$ cat src/rtl/mesh_term_pkg.sv
// Shared packet-field layout and terminal-address legality for the mesh source terminal.
// Offsets are measured from the packet MSB, so they hold for any packet width.
package mesh_term_pkg;

    localparam int NXTJP_W = 8;
    localparam int ROW_W   = 4;
    localparam int COL_W   = 4;
    localparam int MODE_W  = 1;
    localparam int HDR_W   = NXTJP_W + ROW_W + COL_W + MODE_W;

    // Distance of each field's top bit below the packet MSB
    localparam int NXTJP_OFS = 0;
    localparam int ROW_OFS   = NXTJP_OFS + NXTJP_W;
    localparam int COL_OFS   = ROW_OFS + ROW_W;
    localparam int MODE_OFS  = COL_OFS + COL_W;

    localparam logic [NXTJP_W-1:0] NXTJP_INIT = '0;

    // Terminals sit on the perimeter ring around the ROWS x COLS router array; corners are unused.
    function automatic logic is_legal_term(input logic [ROW_W-1:0] row,
                                           input logic [COL_W-1:0] col,
                                           input int rows,
                                           input int cols);
        int  r;
        int  c;
        logic on_row_edge;
        logic on_col_edge;
        r = int'(row);
        c = int'(col);
        on_row_edge = ((r == 0) || (r == rows + 1)) && (c >= 1) && (c <= cols);
        on_col_edge = ((c == 0) || (c == cols + 1)) && (r >= 1) && (r <= rows);
        return on_row_edge || on_col_edge;
    endfunction

endpackage

$ cat src/rtl/mesh_term_src_if.sv
// Push/pop bundle between the terminal front end and its packet queue.
interface mesh_term_src_if #(
    parameter int pckg_sz    = 40,
    parameter int fifo_depth = 4
);
    localparam int CW = $clog2(fifo_depth) + 1;

    logic               push;
    logic [pckg_sz-1:0] push_data;
    logic               pop;
    logic [pckg_sz-1:0] head;
    logic [CW-1:0]      count;

    modport master (output push, push_data, pop, input head, count);
    modport slave  (input push, push_data, pop, output head, count);

endinterface

$ cat src/rtl/mesh_term_fifo.sv
// Show-ahead packet queue: the head entry is readable combinationally whenever count is non-zero.
// A push while full is taken only when a pop frees a slot on the same edge.
module mesh_term_fifo #(
    parameter int pckg_sz    = 40,
    parameter int fifo_depth = 4
) (
    input  logic            clk,
    input  logic            srst,
    mesh_term_src_if.slave  q
);
    localparam int AW = $clog2(fifo_depth);
    localparam int CW = AW + 1;

    // Asynchronous read keeps the one-edge push-to-visible latency of a show-ahead queue
    logic [pckg_sz-1:0] mem_q [fifo_depth];

    logic [AW-1:0] wr_ptr_q, wr_ptr_d;
    logic [AW-1:0] rd_ptr_q, rd_ptr_d;
    logic [CW-1:0] count_q, count_d;
    logic          pop_ok;
    logic          push_ok;
    logic          full_w;

    always_comb begin
        full_w   = (count_q == CW'(fifo_depth));
        pop_ok   = q.pop && (count_q != '0);
        push_ok  = q.push && (!full_w || pop_ok);
        wr_ptr_d = wr_ptr_q + AW'(push_ok);
        rd_ptr_d = rd_ptr_q + AW'(pop_ok);
        count_d  = count_q + CW'(push_ok) - CW'(pop_ok);
    end

    always_ff @(posedge clk) begin
        if (srst) begin
            wr_ptr_q <= '0;
            rd_ptr_q <= '0;
            count_q  <= '0;
        end else begin
            wr_ptr_q <= wr_ptr_d;
            rd_ptr_q <= rd_ptr_d;
            count_q  <= count_d;
        end
    end

    // Storage is never cleared; only the pointers and count define what is valid
    always_ff @(posedge clk) begin
        if (push_ok && !srst) begin
            mem_q[wr_ptr_q] <= q.push_data;
        end
    end

    assign q.head  = mem_q[rd_ptr_q];
    assign q.count = count_q;

endmodule

$ cat src/rtl/mesh_term_src.sv
// Mesh source terminal: validates the destination, assembles the packet and queues it for the router.
// Illegal destinations and writes lost to a full queue are tallied in saturating counters.
module mesh_term_src
    import mesh_term_pkg::*;
#(
    parameter int ROWS       = 4,
    parameter int COLUMS     = 4,
    parameter int pckg_sz    = 40,
    parameter int fifo_depth = 4
) (
    input  logic                            clk,
    input  logic                            reset,
    input  logic                            wr_en,
    input  logic [3:0]                      dst_row,
    input  logic [3:0]                      dst_colum,
    input  logic                            mode,
    input  logic [pckg_sz-18:0]             payload,
    input  logic                            popin,
    output logic [pckg_sz-1:0]              data_out_i_in,
    output logic                            pndng_i_in,
    output logic                            full,
    output logic [$clog2(fifo_depth):0]     count,
    output logic [7:0]                      drop_cnt,
    output logic [7:0]                      err_cnt
);
    localparam int CW = $clog2(fifo_depth) + 1;

    mesh_term_src_if #(.pckg_sz(pckg_sz), .fifo_depth(fifo_depth)) q_if ();

    mesh_term_fifo #(.pckg_sz(pckg_sz), .fifo_depth(fifo_depth)) u_fifo (
        .clk  (clk),
        .srst (reset),
        .q    (q_if.slave)
    );

    logic [pckg_sz-1:0] pkt;
    logic               legal;
    logic               full_w;
    logic [7:0]         err_q, err_d;
    logic [7:0]         drop_q, drop_d;

    always_comb begin
        pkt = '0;
        pkt[pckg_sz-1-NXTJP_OFS -: NXTJP_W] = NXTJP_INIT;
        pkt[pckg_sz-1-ROW_OFS   -: ROW_W]   = dst_row;
        pkt[pckg_sz-1-COL_OFS   -: COL_W]   = dst_colum;
        pkt[pckg_sz-1-MODE_OFS]             = mode;
        pkt[pckg_sz-1-HDR_W:0]              = payload;
    end

    always_comb begin
        legal  = is_legal_term(dst_row, dst_colum, ROWS, COLUMS);
        full_w = (q_if.count == CW'(fifo_depth));
        err_d  = err_q;
        drop_d = drop_q;
        // Destination check wins: an illegal write never reaches the full/drop accounting
        if (wr_en && !legal && (err_q != 8'hFF)) begin
            err_d = err_q + 8'd1;
        end
        if (wr_en && legal && full_w && !popin && (drop_q != 8'hFF)) begin
            drop_d = drop_q + 8'd1;
        end
    end

    always_ff @(posedge clk) begin
        if (reset) begin
            err_q  <= '0;
            drop_q <= '0;
        end else begin
            err_q  <= err_d;
            drop_q <= drop_d;
        end
    end

    assign q_if.push      = wr_en && legal;
    assign q_if.push_data = pkt;
    assign q_if.pop       = popin;

    assign data_out_i_in = q_if.head;
    assign count         = q_if.count;
    assign pndng_i_in    = (q_if.count != '0);
    assign full          = full_w;
    assign drop_cnt      = drop_q;
    assign err_cnt       = err_q;

endmodule

$ cat config.mk
export PLATFORM = sky130hd
export DESIGN_NAME = mesh_term_src
export DESIGN_NICKNAME = d
export VERILOG_FILES = /design/src/rtl/mesh_term_pkg.sv /design/src/rtl/mesh_term_src_if.sv /design/src/rtl/mesh_term_fifo.sv /design/src/rtl/mesh_term_src.sv
export SDC_FILE = /design/constraint.sdc
export NUM_CORES = 1
export LEC_CHECK = 0
export BUFFER_PORTS_ARGS = -buffer_cell sky130_fd_sc_hd__buf_4
export CAP_MARGIN = 20
export CORE_AREA = 4 4 88 173
export DETAILED_ROUTE_END_ITERATION = 6
export DIE_AREA = 0 0 92 177
export PLACE_DENSITY_LB_ADDON = 0.05
export SYNTH_ARGS = -nofsm -noshare
export SYNTH_HDL_FRONTEND = slang
export SYNTH_HIERARCHICAL = 1
export SYNTH_SLANG_ARGS = --single-unit
$ cat constraint.sdc
create_clock -name clk -period 6.45 [get_ports clk]
set_input_delay 0.645 -clock clk [delete_from_list [all_inputs] [get_ports clk]]
set_output_delay 0.645 -clock clk [all_outputs]
set_load 0.01 [all_outputs]
======== Word level (Yosys, flattened, before mapping) ========
Memories as Yosys holds them, arrays and structs flattened. A register that Yosys moved wholly into a read port is not among the register bits.
Cells that the tools add are included.
storage, ports and cells
  register bits after elaboration ......... 23
  bits in writable memories ............... 128
  input port bits ......................... 36
  output and inout port bits .............. 61
  word-level logic and storage cells ...... 48
  memories kept ........................... 1
memory list
  name          words  width  read ports  clocked after memory_dff  write ports  RTL line              text
  u_fifo.mem_q  4      32     1           1                         1            mesh_term_fifo.sv:15  logic [pckg_sz-1:0] mem_q [fifo_depth];
operators by class
  add/sub/neg operators ................... 6
  $lt $le $gt $ge ......................... 4
  equality and inequality tests ........... 5
  muxes and demuxes ....................... 3
  reduce and logical (&&, ||, !) cells .... 24
operators with widths
  operator                                              number
  adder 8 x 1 -> 8 bit (second input constant)          2
  inequality test 8 bit (second input constant)         2
  logical AND 1 bit                                     13
  == test 4 bit (second input constant)                 2
  >= comparator 4 x 1 -> 1 bit (second input constant)  2
  <= comparator 4 x 3 -> 1 bit (second input constant)  2
  zero test 4 bit                                       2
  adder 2 x 1 -> 2 bit                                  2
  zero test 1 bit                                       4
  logical OR 1 bit                                      4
  adder 3 x 1 -> 3 bit                                  1
  == test 3 bit (second input constant)                 1
  nonzero test 3 bit                                    1
  subtractor 3 x 1 -> 3 bit                             1
  two-way mux 1 bit                                     2
  two-way mux 2 bit                                     1

======== Depth between registers and ports, before layout ========
  depth after elaboration ................. 10
  depth in mapped cells ................... 11
  mapped depth without buffers ............ 11

======== By module ========
The synthesis kept the hierarchy.
by module, submodules not included
  module          times used  cells each  area each (um^2)  sequential area each (um^2)
  mesh_term_fifo  1           245         6213.5            4944.7
  mesh_term_src   1           108         945.9             320.3

======== Worst setup path before layout ========
Ideal clock, no wire load.
  path kind ............................... input-to-reg
  from .................................... input dst_row[2]
  to ...................................... memory u_fifo/mem_q[1][0] (netlist name) (enable)
  library setup time ...................... 0.552 ns
  arrival time ............................ 6.053 ns
  data required time ...................... 5.898 ns
  path slack .............................. -0.155 ns
  stages on the path ...................... 5
  buffers on the path ..................... 0
  path through ............................ or3b_2 -> a2111oi_2 -> a211oi_2 -> a21oi_1 -> nor4b_1
between the ends
  word-level cells in the longest chain between the ends .. 10
  elaborated cells between the ends (all ways) .. 15
  classes of those cells .................. order compare (2); eq/ne (1); mux (2); reduce/logical (10)
RTL lines
  item                                                                  RTL line               text
  start: declaration                                                    mesh_term_src.sv:14    input logic [3:0] dst_row,
  branches (longest 4 deep; another with >= comparator 4 x 1 -> 1 bit)  n/a
  logical OR 1 bit (*)                                                  mesh_term_pkg.sv:32    return on_row_edge || on_col_edge;
  logical AND 1 bit (*)                                                 mesh_term_src.sv:75    assign q_if.push = wr_en && legal;
  via q_if.push                                                         mesh_term_src_if.sv:8  logic push;
  logical AND 1 bit (*)                                                 mesh_term_fifo.sv:27   push_ok = q.push && (!full_w || pop_ok);
  logical AND 1 bit (*)                                                 mesh_term_fifo.sv:47   if (push_ok && !srst) begin
  two-way mux 1 bit (*)                                                 mesh_term_fifo.sv:47
  two-way mux 1 bit (not written as such) (*)                           mesh_term_fifo.sv:48   mem_q[wr_ptr_q] <= q.push_data;
  end: declaration                                                      mesh_term_fifo.sv:15
Mark *: on every way through the listed nets, which the timed path passes.

======== Final worst setup path ========
  from .................................... input dst_row[2]
  to ...................................... register u_fifo.count_q[2] (netlist: u_fifo/q.count[2])
between the ends
  word-level cells in the longest chain between the ends .. 9
  elaborated cells between the ends (all ways) .. 14
  classes of those cells .................. add/sub (2); order compare (2); eq/ne (1); reduce/logical (9)
RTL lines
  item                                                                  RTL line               text
  branches (longest 4 deep; another with >= comparator 4 x 1 -> 1 bit)  n/a
  logical OR 1 bit (*)                                                  mesh_term_pkg.sv:32
  logical AND 1 bit (*)                                                 mesh_term_src.sv:75
  via q_if.push                                                         mesh_term_src_if.sv:8
  logical AND 1 bit (*)                                                 mesh_term_fifo.sv:27
  adder 3 x 1 -> 3 bit (*)                                              mesh_term_fifo.sv:30   count_d = count_q + CW'(push_ok) - CW'(pop_ok);
  subtractor 3 x 1 -> 3 bit (*)                                         mesh_term_fifo.sv:30
  end signal: assignment                                                mesh_term_fifo.sv:41   count_q <= count_d;
  end: declaration                                                      mesh_term_fifo.sv:19   logic [CW-1:0] count_q, count_d;
Marks and branches as above.
A chain may end at the register's enable or synchronous reset.

==> out/results.ini <==
[synthesis]
synth-seq-area-share=0.735
yosysWarnings=6
synth_ff_type=edfxtp_1
synth.most_common_cell=edfxtp_1
synthSimpleGateAreaFrac=0.0559
synth_top_family_by_area=multiplexers
synth_top_area_share=0.671
syn_area_mm2=0.00716
avgSynthCellArea_um2=20.3
synthXorXnorAreaFrac=0.0107
synth-edff-count=160
synth_compound_area_frac=0.0299
async_flop_share=0
syn_inst=353
synth.mux.area_fraction=0.133
synth_cell_types=51
synth_top_area_cell=edfxtp_1
synth_fa_ha_area_frac=0.0133
synth_common_cells=edfxtp_1, mux4_2, dfxtp_1, nor2_1, nor2b_1
ys_ff_latch=183
ys_top_cells_by_area=edfxtp_1, mux4_2, dfxtp_1

[worst_setup_path]
crit_buf_inv=2
max_stage_delay_ns=0.48
startpoint_type=primary input
r2r-end=drop_cnt[5]
critPathKind=in -> reg
cp_cell_sequence=buf_4, or3b_2, a2111oi_2, a211oi_2, a21oi_1, nand2b_1, ha_1, inv_1, ha_1, fa_1, xor3_1, nor2_1
required_ns=6.75
endpoint_kind=flop
cp_top_family=compound AO/OA/AOI/OAI gates
arrival_ns=3.47
r2r_cells=7
critPathMaxFanout=9
cp_slowest_cell=or3b_2
crit_top_cell=ha_1
timing.rr.start=drop_cnt[0]
ff2ff_setup_slack_ns=4.18

[sta]
period_share=0.491
achievable-frequency_ghz=0.316
final_hold_viol_count=0
slew_headroom=0.349
drv_slew=0
tightestPinTransition_ns=0.975
skew_ns=0.0134
setup_violations=0
fin_crit_ns=3.17
rsz0062_at_grt=no
tns_ns=0

[finish]
diodes=0
final_nets=536
area_growth_syn_to_layout_pct=22.9
layout-drive-gt1-share=0.377
utilization=0.633

[clocking]
clk_pin_slew_ns=0.07
cts-hold-fix-buffers=0
cts-buffers-inserted=17
clock_latency_ns=0.42
post_cts_buffers=0
cts_resized=0
clk_path_buf_depth=2
cts_tree=yes
cts_num_sinks=183
h-tree-depth=4
cts_root_buf=clkbuf_16

[power_and_ir_drop]
p_leak_nw=3.01
cellPowerDensity_mw_per_mm2=327
ir_worst_vdd_v=0.000196

[global_routing]
grt_pass1_wl_um=20600
grt-ovfl-total=0
gr-usage-all-layers=0.169
antenna_found_initial=0
grt_pass1_vias=3970
grt_max_degree=42

[place]
gp_congestion=0.720
hpwl_um=8120
port-buffer-count=96

[run_status]
status=completed

[floorplanning]
die-area_mm2=0.0163
ioPinCount=97
initial_core_util=0.515
num_rows=61
die_h_um=177
core_area_mm2=0.0139
die_w_um=92

[route]
ant_nets=0
drc=0
wl_per_cell_um=18.2
dr.pass1.iters=4
viasPerCell=5.22
vias=3628
wirelength_um=12600
drtIter0Drc=153

[worst_hold_path]
min_from=payload[5]
holdPathEnd=u_fifo/mem_q[0][5]
holdPathStages=1
hold_class=in -> reg

[flow_run]
drv_cap=0

==> cell families (layout without fill, tap and decap cells) <==
family / after synthesis / in the layout
other: 1 / 32
multiplexers: 45 / 45
XOR/XNOR: 7 / 7
AO/OA/AOI/OAI: 26 / 26
buffers and inverters: 19 / 141
adder cells (fa/ha/maj): 7 / 7
flip-flops: 183 / 183
AND/OR/NAND/NOR: 65 / 65
==> registers in the layout, summed over array words and instances, names as in the netlist <==
name,flops
drop_cnt,8
u_fifo/q.count,3
err_cnt,8
u_fifo/wr_ptr_q,2
u_fifo/rd_ptr_q,2
u_fifo/mem_q,160
==> cell type report <==
class	instances	area (um2)
clock buffer	17	425
tap	189	236
timing repair buffer	103	798
clock inverter	15	138
fill	1029	5090
inverter	6	22.5
sequential	183	5270
multi-input combinational	182	1910
==> where the power goes <==
| part | leakage (nW) | internal [W] | switching, W |
|---|---|---|---|
| Sequential | 1.63 | 0.00130 | 0.0000892 |
| Clock | 0.274 | 0.000510 | 0.000455 |
| Combinational | 1.11 | 0.000326 | 0.000191 |
| Total | 3.01 | 0.00214 | 0.000736 |
==> worst max-delay path by stage <==
stage / start / endpoint / slack (ns) / depth (start not counted)
5_1_grt: dst_row[2] / u_fifo/q.count[2] / 3.11 / 12
6_report: dst_row[2] / u_fifo/q.count[2] / 3.28 / 12
2_1_floorplan: dst_row[2] / u_fifo/mem_q[3][0] / 0.14 / 5
3_3_place_gp: dst_row[2] / u_fifo/mem_q[2][17] / 2.70 / 6
4_1_cts: dst_row[2] / u_fifo/q.count[2] / 3.28 / 12
3_5_place_dp: dst_row[2] / u_fifo/q.count[2] / 2.84 / 12
==> layer usage <==
| layer | vias up | GRT usage | share of wire |
|---|---|---|---|
| met5 | - | 0 | 0 |
| met4 | 0 | 0.0726 | 0.021 |
| met3 | 19 | 0.0396 | 0.037 |
| met2 | 87 | 0.311 | 0.57 |
| met1 | 1825 | 0.182 | 0.37 |
| li1 | 1697 | - | - |
==> cell usage in the layout (no fill, tap or decap), types with 5 or more instances in the layout <==
cell	count
nor2_1	15
dfxtp_1	21
conb_1	32
a21oi_1	8
nand2_1	5
nor2b_1	9
edfxtp_1	160
inv_1	6
buf_4	101
clkbuf_16	17
ha_1	6
nand3_1	8
mux4_2	40
==> worst register-to-register path, stage by stage (launching register included) <==
cell       delay [ns]
dfxtp_1          0.36
ha_1             0.23
and2_1           0.19
nand3_1          0.17
nand3b_1         0.25
a2111oi_4        0.54
nand3_1          0.14
mux2_2           0.28
==> stage by stage <==
step	power, W	instances	hold slack (ns)	cell area, um2	setup slack (ns)
2_1_floorplan	0.00177	384	0.508	7280	0.141
3_3_place_gp	0.00195	661	0.490	8190	2.70
3_5_place_dp	0.00195	662	0.486	8210	2.84
4_1_cts	0.00292	694	0.402	8780	3.28
5_1_grt	0.00302	695	0.404	8800	3.11
6_report	0.00288	695	0.421	8800	3.28
No activity file was read; power rests on OpenSTA's default activity.
